`config.mk`:
```
export PLATFORM = sky130hd
export DESIGN_NAME = seq_muldiv
export DESIGN_NICKNAME = d
export VERILOG_FILES = /design/src/rtl/mdu_pkg.sv /design/src/rtl/mdu_flaggen.sv /design/src/rtl/seq_muldiv.sv
export SDC_FILE = /design/constraint.sdc
export NUM_CORES = 1
export LEC_CHECK = 0
export ABC_AREA = 1
export BUFFER_PORTS_ARGS = -buffer_cell sky130_fd_sc_hd__buf_2
export CAP_MARGIN = 20
export CELL_PAD_IN_SITES_DETAIL_PLACEMENT = 0
export CELL_PAD_IN_SITES_GLOBAL_PLACEMENT = 1
export CORE_MARGIN = 1
export CORE_UTILIZATION = 35
export DETAILED_ROUTE_END_ITERATION = 10
export PLACE_DENSITY_LB_ADDON = 0.12
export SYNTH_ARGS = -nofsm -noshare
export SYNTH_HDL_FRONTEND = slang
export SYNTH_SLANG_ARGS = --single-unit
```
`constraint.sdc`:
```
create_clock -name clk -period 2.55 [get_ports clk]
set_input_delay 0.3825 -clock clk [delete_from_list [all_inputs] [get_ports clk]]
set_output_delay 0.3825 -clock clk [all_outputs]
set_load 0.01 [all_outputs]
```
`src/rtl/mdu_pkg.sv`:
```
// Shared types and flag layout for the multi-cycle multiply/divide unit.
// The flag bit positions match what the condition logic consumes.
package mdu_pkg;

  typedef enum logic {
    OP_MUL,
    OP_DIVU
  } op_t;

  typedef enum logic [1:0] {
    S_IDLE,
    S_RUN,
    S_DONE
  } state_t;

  localparam int FLAG_C = 3;
  localparam int FLAG_Z = 2;
  localparam int FLAG_S = 1;
  localparam int FLAG_O = 0;

endpackage

```
`src/rtl/mdu_flaggen.sv`:
```
// Completion flags {CF,ZF,SF,OF} derived from the final result.
// Purely combinational; evaluated on the values about to be registered.
module mdu_flaggen
  import mdu_pkg::*;
#(
  parameter int WIDTH = 16
) (
  input  op_t              op,
  input  logic [WIDTH-1:0] res_lo,
  input  logic [WIDTH-1:0] res_hi,
  input  logic             div0,
  output logic [3:0]       flags
);

  always_comb begin
    flags = '0;
    flags[FLAG_Z] = (res_lo == '0);
    flags[FLAG_S] = res_lo[WIDTH-1];
    unique case (op)
      OP_MUL: begin
        flags[FLAG_C] = (res_hi != '0);
        flags[FLAG_O] = (res_hi != '0);
      end
      OP_DIVU: begin
        flags[FLAG_C] = div0;
        flags[FLAG_O] = 1'b0;
      end
      default: flags = '0;
    endcase
  end

endmodule

```
`src/rtl/seq_muldiv.sv`:
```
// Sequential 16-bit unsigned MUL/DIVU with start/busy/done handshake.
// One shift-add or restoring-divide step per clock over a shared accumulator.
module seq_muldiv
  import mdu_pkg::*;
#(
  parameter int WIDTH = 16,
  parameter int CNTW  = 5
) (
  input  logic             clk,
  input  logic             reset,
  input  logic             start,
  input  logic             op,
  input  logic             flag_en,
  input  logic [WIDTH-1:0] a,
  input  logic [WIDTH-1:0] b,
  output logic             busy,
  output logic             done,
  output logic [WIDTH-1:0] res_lo,
  output logic [WIDTH-1:0] res_hi,
  output logic [3:0]       flags,
  output logic             flag_w
);

  state_t             state, state_nx;
  op_t                op_q;
  logic               fe_q;
  logic [WIDTH-1:0]   opnd_q;
  logic [2*WIDTH-1:0] acc, acc_nx;
  logic [CNTW-1:0]    cnt;

  logic               accept, div0_go, last, finish;
  logic [WIDTH:0]     mul_sum, div_sh, div_diff;
  logic [2*WIDTH-1:0] mul_nx, div_nx;

  op_t                fin_op;
  logic [WIDTH-1:0]   fin_lo, fin_hi;
  logic               fin_div0;
  logic [3:0]         fin_flags;

  assign accept  = start && (state == S_IDLE || state == S_DONE);
  assign div0_go = accept && op && (b == '0);
  assign last    = (state == S_RUN) && (cnt == CNTW'(WIDTH - 1));
  assign finish  = div0_go || last;

  // MUL keeps the multiplier in acc[lo]; DIVU keeps quotient bits there
  always_comb begin
    mul_sum  = {1'b0, acc[2*WIDTH-1:WIDTH]} + {1'b0, opnd_q};
    mul_nx   = acc[0] ? {mul_sum, acc[WIDTH-1:1]}
                      : {1'b0, acc[2*WIDTH-1:1]};
    div_sh   = acc[2*WIDTH-1:WIDTH-1];
    div_diff = div_sh - {1'b0, opnd_q};
    div_nx   = div_diff[WIDTH]
             ? {div_sh[WIDTH-1:0], acc[WIDTH-2:0], 1'b0}
             : {div_diff[WIDTH-1:0], acc[WIDTH-2:0], 1'b1};
    acc_nx   = (op_q == OP_MUL) ? mul_nx : div_nx;
  end

  always_comb begin
    fin_op   = op_q;
    fin_lo   = acc_nx[WIDTH-1:0];
    fin_hi   = acc_nx[2*WIDTH-1:WIDTH];
    fin_div0 = 1'b0;
    if (div0_go) begin
      fin_op   = OP_DIVU;
      fin_lo   = '1;
      fin_hi   = a;
      fin_div0 = 1'b1;
    end
  end

  mdu_flaggen #(
    .WIDTH (WIDTH)
  ) u_flaggen (
    .op     (fin_op),
    .res_lo (fin_lo),
    .res_hi (fin_hi),
    .div0   (fin_div0),
    .flags  (fin_flags)
  );

  always_ff @(posedge clk or negedge reset) begin
    if (!reset) begin
      state <= S_IDLE;
    end else begin
      state <= state_nx;
    end
  end

  always_comb begin
    state_nx = state;
    unique case (state)
      S_IDLE, S_DONE: begin
        if (start) state_nx = div0_go ? S_DONE : S_RUN;
        else       state_nx = S_IDLE;
      end
      S_RUN:   if (last) state_nx = S_DONE;
      default: state_nx = S_IDLE;
    endcase
  end

  always_comb begin
    busy   = (state == S_RUN);
    done   = (state == S_DONE);
    flag_w = done && fe_q;
  end

  always_ff @(posedge clk or negedge reset) begin
    if (!reset) begin
      op_q   <= OP_MUL;
      fe_q   <= 1'b0;
      opnd_q <= '0;
      acc    <= '0;
      cnt    <= '0;
      res_lo <= '0;
      res_hi <= '0;
      flags  <= '0;
    end else begin
      if (accept) begin
        op_q   <= op_t'(op);
        fe_q   <= flag_en;
        opnd_q <= op ? b : a;
        acc    <= op ? {{WIDTH{1'b0}}, a} : {{WIDTH{1'b0}}, b};
        cnt    <= '0;
      end else if (state == S_RUN) begin
        acc <= acc_nx;
        cnt <= cnt + CNTW'(1);
      end
      if (finish) begin
        res_lo <= fin_lo;
        res_hi <= fin_hi;
        flags  <= fin_flags;
      end
    end
  end

endmodule

```
# ---- Word-level counts from Yosys, hierarchy flattened
# Index checks and enable logic that the tools add are counted.
# W data, S select, Z words.
dict set report word_totals {
  ff_bits 93
  input_bits 37
  out_inout_bits 39
  elab_cells 49
}
dict set report classes {
  addsub 3
  n_eq_ne 4
  n_mux 19
  bitwise_logic 1
  reduce_logical 13
}
# cell n
set ops {}
lappend ops {{$mux W32} 5}
lappend ops {{$mux W16} 4}
lappend ops {{$logic_not A16 Y1} 2}
lappend ops {{$add A16 B16 Y17} 1}
lappend ops {{$sub A17 B16 Y17} 1}
lappend ops {{$reduce_bool A16 Y1} 1}
lappend ops {{$mux W5} 2}
lappend ops {{$mux W2} 3}
lappend ops {{$add A5 B1 Y5 const B} 1}
lappend ops {{$eq A5 B4 Y1 const B} 1}
lappend ops {{$logic_and A1 B1 Y1} 5}
lappend ops {{$pmux W1 S2} 2}
lappend ops {{$pmux W2 S2} 1}
lappend ops {{$eq A2 B1 Y1 const B} 1}
lappend ops {{$eq A2 B2 Y1 const B} 1}
lappend ops {{$logic_not A2 Y1} 1}
lappend ops {{$logic_or A1 B1 Y1} 2}
lappend ops {{$mux W1} 2}
lappend ops {{$ne A2 B1 Y1 const B} 1}
lappend ops {{$reduce_bool A2 Y1} 1}
lappend ops {{$reduce_or A2 Y1} 1}
lappend ops {{$not A1 Y1} 1}

# ---- Logic depth before layout (Yosys ltp)
# Gate-level depths: netlist (run 1).
dict set report depth {
  word_depth 8
  depth_mapped 25
  depth_no_buf 24
}

# ---- Cells and area by module
# A second synthesis (run 1) with hierarchy kept.
dict set report unflattened {
  cells_unflattened 1104
  area_unflattened_um2 7231.9
}
# module instances cells_per_inst area_each_um2 seq_area_each_um2
set modules_own_cells {}
lappend modules_own_cells {seq_muldiv 1 1072 7103.1 2327.2}
lappend modules_own_cells {mdu_flaggen 1 32 128.9 0.0}

# ---- Worst setup path before layout (run 1)
# Ideal clock, no wire load.
dict set report synth_path {
  path_kind {register to register}
  startpoint {register opnd_q[0]}
  endpoint {register flags[3]}
  setup_ns 0.119
  t_arrival_ns 2.385
  t_required_ns 2.431
  setup_slack_ns 0.046
  stages_incl_launch_ff 24
  n_path_buf 1
  period_less_slack_ns 2.504
  cell_sequence {dfrtp_1 -> ha_1 -> fa_1 -> inv_1 -> nand2_1 -> nand2_1 -> nand3_1 -> nand2_2 -> nand2_4 -> nand2_4 -> nand2_4 -> nand2_4 -> buf_8 -> nand2_4 -> nand3_2 -> nand2_2 -> nand2_2 -> nand2_1 -> nor2_1 -> nand2_1 -> nor2_1 -> nand2_1 -> nand2_1 -> nand2_1}
}
dict set report synth_between {
  elab_chain_cells 6
  elab_cells_between_ends 8
  classes_between {add/sub (2); mux (5); reduce/logical (1)}
}
# item line_no
set synth_rtl {}
lappend synth_rtl {{start: declaration} seq_muldiv.sv:27} ;# logic [WIDTH-1:0] opnd_q;
lappend synth_rtl {{start signal: assignment} seq_muldiv.sv:121} ;# opnd_q <= op ? b : a;
lappend synth_rtl {{$sub A17 B16 Y17 / $add A16 B16 Y17 (equally long branches)} {seq_muldiv.sv:51, seq_muldiv.sv:47}}
lappend synth_rtl {{$mux W32 (on tied branches)} {seq_muldiv.sv:53, seq_muldiv.sv:48}}
lappend synth_rtl {{$mux W32 *} seq_muldiv.sv:55} ;# acc_nx = (op_q == OP_MUL) ? mul_nx : div_nx;
lappend synth_rtl {{$mux W16 *} seq_muldiv.sv:63} ;# if (div0_go) begin
lappend synth_rtl {{$reduce_bool A16 Y1 *} mdu_flaggen.sv:21} ;# flags[FLAG_C] = (res_hi != '0);
lappend synth_rtl {{$pmux W1 S2 *} mdu_flaggen.sv:19} ;# unique case (op)
lappend synth_rtl {{end signal: assignment} seq_muldiv.sv:131} ;# flags <= fin_flags;
lappend synth_rtl {{end: declaration} seq_muldiv.sv:20} ;# output logic [3:0] flags,
# Mark *: on every way between the ends. The rest lies on a longest branch, timed or not.
# A chain may end at the register's enable or synchronous reset.

# ---- Worst setup path in the final report (run 1)
# Ends and elaborated chain as after synthesis.

==> impl_metrics.json, run 1 <==
{
  "run_status": "complete, but fails checks",
  "violations": "setup timing",
  "effective_utilization_at_floorplan_pct": 35.6,
  "yosysTopAreaCellShare_pct": 33.3,
  "ys_types": 39,
  "post_drt_antenna_nets": 0,
  "r2r_setup_slack_ns": -0.09,
  "avgSynthCellArea_um2": 6.73,
  "gp_congestion": 0.922,
  "synth_seq_cells": 92,
  "num_rows": 51,
  "worst_setup_hold_path_clk_slew_ns": 0.08,
  "drt_iter0_drc": 626,
  "fp.dieArea_um2": 20300,
  "grt_antenna_before_repair": 0,
  "hold_path_class": "in2async",
  "antenna-diode-count": 0,
  "grt_max_degree": 44,
  "netlist_area_um2": 6910,
  "worstSetupEndpointType": "register",
  "synth_area_leaders": "sky130_fd_sc_hd__dfrtp_1 (33%), sky130_fd_sc_hd__nand2_1 (15%), sky130_fd_sc_hd__inv_1 (8.6%), sky130_fd_sc_hd__o21ai_0 (6.4%), sky130_fd_sc_hd__ha_1 (6.2%)",
  "finalSetupViolCount": 2,
  "fin_crit_ns": 2.64,
  "max_cap_violations": 0,
  "grt_pass1_vias": 7218,
  "synth_top_flop_cell": "sky130_fd_sc_hd__dfrtp_1",
  "clock-sinks": 92,
  "critical_path_startpoint_category": "register",
  "drive_gt1_share_pct": 27.5,
  "synth_largest_area_cell": "sky130_fd_sc_hd__dfrtp_1",
  "pre_cts_slack_ns": -0.260,
  "layout-area-overhead-vs-synth_pct": 33.2,
  "post-synth-top-count-cell": "sky130_fd_sc_hd__nand2_1",
  "critical_path.slowest_cell": "sky130_fd_sc_hd__dfrtp_1",
  "clk_latency_ns": 0.36,
  "synthTopCellsByCount": "sky130_fd_sc_hd__nand2_1 (276), sky130_fd_sc_hd__inv_1 (158), sky130_fd_sc_hd__dfrtp_1 (92)",
  "synth_fp_nets": 1100,
  "cts_tree": "built",
  "final_instance_count_without_filler_cells": 1497,
  "fin_skew_ns": 0.0131,
  "crit_path_cell_trace": "ha_2 > inv_1 > fa_2 > inv_2 > nand3_1 > nand2_2 > buf_6 > nand4_1 > nand4_1 > nand3_1 > nand2_1 > nand3_1 > nand2_1 > nand2_1 > inv_1 > nand2_1 > nor2_2 > nand2_1 > nand2_1 > nand2_1",
  "synth_warnings": 0,
  "cts_hold_repair.buffers": 0,
  "synth_enable_flop_cells": 0,
  "timing.setup.critical_path_class": "reg2reg",
  "timing.final.hold_violations": 0,
  "avgRoutedWirePerCell_um": 17.4,
  "register_area_share_after_synthesis_pct": 33.3,
  "post-place-cells": 1467,
  "design.core.area_um2": 19400,
  "cts_max_path_buffers": 2,
  "grt_overflow": 0,
  "grt_pass1_wl_mm": 40.0,
  "io_buffers": 75,
  "cts-root-buf": "sky130_fd_sc_hd__clkbuf_16",
  "grt_setup_unrepaired": "yes",
  "finalCritPeriodShare_pct": 103,
  "crit_path_max_fanout": 3,
  "multiInputGateArea_um2": 4120,
  "register_area_um2": 2300,
  "path_common_cell": "sky130_fd_sc_hd__nand2_1",
  "die-height_um": 143,
  "drt_first_pass_iters": 5,
  "vias": 7510,
  "worst_slew_margin_rel_pct": 40.5,
  "syn_inst": 1027,
  "design.final.nets": 1300,
  "tightest_slew_ns": 0.891,
  "clock_tree.htree_level_count": 3,
  "dieWidth_um": 143,
  "drt_drc_violations_left": 0,
  "finalWorstSetupSlack_ns": -0.0853,
  "slowest_delay_ns": 0.42,
  "cts_made_buffers": 9,
  "hpwl_after_detailed_placement_mm": 20.8,
  "ys_async_sr_fraction_pct": 100,
  "arrival_ns": 2.88,
  "detail_route.vias_per_cell": 5.02,
  "layout.filler_cells": 2111,
  "finalMaxSlewViolations": 0,
  "gr-usage-all-layers_pct": 26.5,
  "critical_path_required_ns": 2.80,
  "routed_wl_mm": 26.1,
  "io-pin-count": 76,
  "achievable-frequency_mhz": 379
}
-- path summary, 6_finish.rpt --
path,startpoint,end,depth (start not counted)
setup reg to reg,opnd_q[0]$_DFFE_PN0P_,flags[3]$_DFFE_PN0P_,20
setup / recovery,opnd_q[0]$_DFFE_PN0P_,flags[3]$_DFFE_PN0P_,20
hold reg to reg,res_hi[11]$_DFFE_PN0P_,res_hi[11]$_DFFE_PN0P_,2
max in group asynchronous,reset,acc[1]$_DFFE_PN0P_,2
min in group clk,flag_en,fe_q$_DFFE_PN0P_,3
hold / removal,reset,res_hi[9]$_DFFE_PN0P_,1
-- sequential cells by signal (all words and copies together) (netlist names) --
signal  cells
acc        32
opnd_q     16
res_hi     16
res_lo     15
cnt         5
flags       4
state       2
fe_q        1
op_q        1
-- repair_timing --
item,4_1_cts,5_1_grt
buffers inserted,5,7
setup endpoints to repair,6,9
gates resized for setup,36,37
gates cloned,1,1
pin swaps,6,11
-- layout by cell type (no fill, tap or decap), drive strengths merged, types with 3 or more instances in the layout --
cell    netlist  layout
a21oi        79      79
a31oi        11      11
a32o          4       4
and2          4       4
buf          11     226
clkbuf       28       9
clkinv        2       4
dfrtp        92      92
ha           34      34
inv         158     162
nand2       295     297
nand3        80      80
nand4        12      12
nor2         79      79
o211ai        3       3
o21ai        88      88
o221ai       16      16
o22ai        11      11
xor2          5       5
-- cell families (layout without fill, tap and decap cells) --
kind of cell | count (synthesis) | in the layout | synth area share (%)
simple gates | 475 | 477 | 30.0
compound gates | 218 | 218 | 17.9
buf+inv | 199 | 402 | 11.1
flops | 92 | 92 | 33.3
fa+ha+maj | 36 | 36 | 6.74
xor+xnor | 7 | 7 | 0.887
-- layer usage --
metal,GRT usage [%],wire length [um],up-vias
met4,8.49,812,0
met3,4.31,1140,37
li1,-,-,3767
met1,35.6,12100,3528
met5,0,0,-
met2,43.4,12000,178
-- cell type report --
cell class / instances / area share (%)
clock buffers: 9 / 2.45
clock inverters: 7 / 0.816
inverters: 160 / 6.53
multi-input cells: 738 / 44.8
flip-flops and latches: 92 / 25.0
well taps: 265 / 3.60
repair buffers: 226 / 16.8
-- stage by stage --
stage | TNS [ns] | utilization [%] | area (um2) | hold WS, ns
final | -0.170 | 47.4 | 9200 | 0.0207
after global routing | -0.842 | 47.4 | 9200 | 0.0558
after CTS | -0.0530 | 46.4 | 9000 | 0.0301
after detailed placement | -0.586 | 43.9 | 8510 | 0.417
after global placement | -0.463 | 43.9 | 8510 | 0.419
after floorplan | 0 | - | 6910 | 0.0869
-- critical path, delay by kind of cell, from the launching register on --
kind                     cells  cell delay (ns)
AND/OR/NAND/NOR             14             1.27
adder cells (fa/ha/maj)      2             0.54
flip-flops                   1             0.42
buffers and inverters        4             0.29
Power of run 1 is left out: the tool's default activity adds up to more than one toggle a clock period on the data nets, which glitch-free logic cannot reach.
==> run 2, diff against run 1 <==
--- a/config.mk
+++ b/config.mk
@@ -13,7 +13,7 @@
 export CORE_MARGIN = 1
 export CORE_UTILIZATION = 35
 export DETAILED_ROUTE_END_ITERATION = 10
-export PLACE_DENSITY_LB_ADDON = 0.12
+export PLACE_DENSITY_LB_ADDON = 0.1
 export SYNTH_ARGS = -nofsm -noshare
 export SYNTH_HDL_FRONTEND = slang
 export SYNTH_SLANG_ARGS = --single-unit
==> impl_metrics.json, run 2 (synthesized netlist as in run 1, its figures left out) <==
{
  "dieWidth_um": 143,
  "die-height_um": 143,
  "finalSetupViolCount": 3,
  "run_status": "complete, but fails checks",
  "drt_first_pass_iters": 6,
  "final_instance_count_without_filler_cells": 1511,
  "achievable-frequency_mhz": 380,
  "cts-root-buf": "sky130_fd_sc_hd__clkbuf_16",
  "grt_antenna_before_repair": 0,
  "crit-reg2reg-capture": "res_hi[10]$_DFFE_PN0P_",
  "hpwl_after_detailed_placement_mm": 20.9,
  "layout_top_registers": "acc (32), opnd_q (16), res_hi (16)",
  "num_rows": 51,
  "regMostFlops": "acc",
  "gr-usage-all-layers_pct": 26.9,
  "post-place-cells": 1475,
  "totalNegativeSetupSlack_ns": -0.214,
  "fp.dieArea_um2": 20300,
  "cts_hold_repair.buffers": 0,
  "drt_iter0_drc": 539,
  "cts_max_path_buffers": 2,
  "worstSetupEndpointType": "register",
  "routed_wl_mm": 26.4,
  "avgRoutedWirePerCell_um": 17.5,
  "timing.final.hold_violations": 7,
  "max_cap_violations": 0,
  "layout-area-overhead-vs-synth_pct": 35.8,
  "critical_path_startpoint_category": "register",
  "crit_path_max_fanout": 7,
  "detail_route.vias_per_cell": 4.99,
  "hold_path_class": "in2async",
  "max_ffs_per_register": 32,
  "worst_r2r_path_depth": 19,
  "clock-sinks": 92,
  "drive_gt1_share_pct": 28.9,
  "violations": "hold timing, setup timing",
  "io_buffers": 75,
  "worst_setup_hold_path_clk_slew_ns": 0.08,
  "grt_overflow": 0,
  "drt_drc_violations_left": 0,
  "vias": 7533,
  "r2r_path_start": "opnd_q[1]$_DFFE_PN0P_",
  "design.final.nets": 1314,
  "fin_hold_ws_ns": -0.00263,
  "finalCoreUtilization_pct": 48.4,
  "arrival_ns": 2.90,
  "effective_utilization_at_floorplan_pct": 35.6,
  "finalWorstSetupSlack_ns": -0.0808,
  "cts_made_buffers": 9,
  "grt_pass1_vias": 7266,
  "fin_skew_ns": 0.0104,
  "finalMaxSlewViolations": 0,
  "critical_path_required_ns": 2.82,
  "timing.setup.critical_path_class": "reg2reg",
  "antenna-diode-count": 0,
  "mostFrequentLayoutCell": "sky130_fd_sc_hd__nand2_1",
  "fin_crit_ns": 2.63,
  "r2r_setup_slack_ns": -0.08,
  "post_drt_antenna_nets": 0,
  "gp_congestion": 0.905,
  "grt_max_degree": 37,
  "pre_cts_slack_ns": -0.264,
  "clk_latency_ns": 0.36,
  "grt_setup_unrepaired": "yes",
  "cts_tree": "built",
  "grt_pass1_wl_mm": 40.8,
  "clock_tree.htree_level_count": 3,
  "design.core.area_um2": 19400,
  "io-pin-count": 76,
  "worst_slew_margin_rel_pct": 35.8,
  "tightest_slew_ns": 0.962,
  "finalCritPeriodShare_pct": 103,
  "mostFrequentLayoutCells": "sky130_fd_sc_hd__nand2_1 (260), sky130_fd_sc_hd__buf_4 (160), sky130_fd_sc_hd__inv_1 (144), sky130_fd_sc_hd__dfrtp_1 (90), sky130_fd_sc_hd__o21ai_0 (82)"
}
-- run 2: changes by cell type in the layout (fill, tap and decap cells not counted), moves of 3 or more --
cell                      previous run  this run
sky130_fd_sc_hd__buf_4             147       160
sky130_fd_sc_hd__ha_1               24        20
sky130_fd_sc_hd__ha_4                7        11
sky130_fd_sc_hd__inv_1             148       144
sky130_fd_sc_hd__inv_2              10        14
sky130_fd_sc_hd__nand3_2            23        18
sky130_fd_sc_hd__nand3_4             1         4
-- run 2: cell type report --
class / count / area (um2)
clock buffer: 9 / 225
clock inverter: 7 / 80.1
fill: 2096 / 10000
inverter: 160 / 601
multi-input combinational: 738 / 4190
sequential: 92 / 2300
tap: 265 / 332
timing repair buffer: 240 / 1650
-- run 2: critical path, stage by stage (launching register included) --
cell and delay [ns]:
sky130_fd_sc_hd__dfrtp_2 0.44, sky130_fd_sc_hd__buf_6 0.13, sky130_fd_sc_hd__fa_2 0.39, sky130_fd_sc_hd__inv_2 0.07, sky130_fd_sc_hd__nand2_1 0.04, sky130_fd_sc_hd__nand2_1 0.07, sky130_fd_sc_hd__nand3_2 0.07, sky130_fd_sc_hd__nand2_2 0.10
sky130_fd_sc_hd__nand2_4 0.09, sky130_fd_sc_hd__nand2_4 0.11, sky130_fd_sc_hd__nand2_8 0.08, sky130_fd_sc_hd__buf_6 0.15, sky130_fd_sc_hd__nand3_1 0.08, sky130_fd_sc_hd__nand3_2 0.08, sky130_fd_sc_hd__nand3_2 0.07, sky130_fd_sc_hd__nand2_1 0.06
sky130_fd_sc_hd__buf_4 0.13, sky130_fd_sc_hd__buf_4 0.12, sky130_fd_sc_hd__buf_4 0.12, sky130_fd_sc_hd__o21ai_0 0.14
-- run 2: repair_timing --
action,CTS,global route
endpoints found under the hold margin,0,0
setup buffers,8,10
pin swaps,9,15
resized for setup,43,45
gates cloned,2,0
setup endpoints to repair,7,14
-- run 2: metrics by stage --
step	instance area, um2	hold WS, ns
2_1_floorplan	6910	0.0869
3_3_place_gp	8570	0.395
3_5_place_dp	8570	0.394
4_1_cts	9130	0.00756
5_1_grt	9380	0.0329
6_report	9380	-0.00263
-- run 2: how the worst max path moves through the flow --
stage,start,endpoint,slack (ns),depth (start not counted)
finish,opnd_q[1]$_DFFE_PN0P_,res_hi[10]$_DFFE_PN0P_,-0.08,19
global route,opnd_q[0]$_DFFE_PN0P_,flags[0]$_DFFE_PN0P_,-0.28,20
CTS,opnd_q[0]$_DFFE_PN0P_,flags[0]$_DFFE_PN0P_,-0.05,23
detailed placement,opnd_q[0]$_DFFE_PN0P_,flags[3]$_DFFE_PN0P_,-0.26,20
global placement,opnd_q[0]$_DFFE_PN0P_,flags[3]$_DFFE_PN0P_,-0.23,20
floorplan,opnd_q[0]$_DFFE_PN0P_,flags[3]$_DFFE_PN0P_,0.05,23
-- run 2: per-layer routing --
layer / global-route usage, % / vias to the layer above / share of wire, %
li1: - / 3795 / -
met1: 36.8 / 3512 / 46
met2: 42.8 / 190 / 46
met3: 3.26 / 36 / 4.1
met4: 11.2 / 0 / 3.2
met5: 0 / - / 0
Power of run 2 is left out for the same reason.
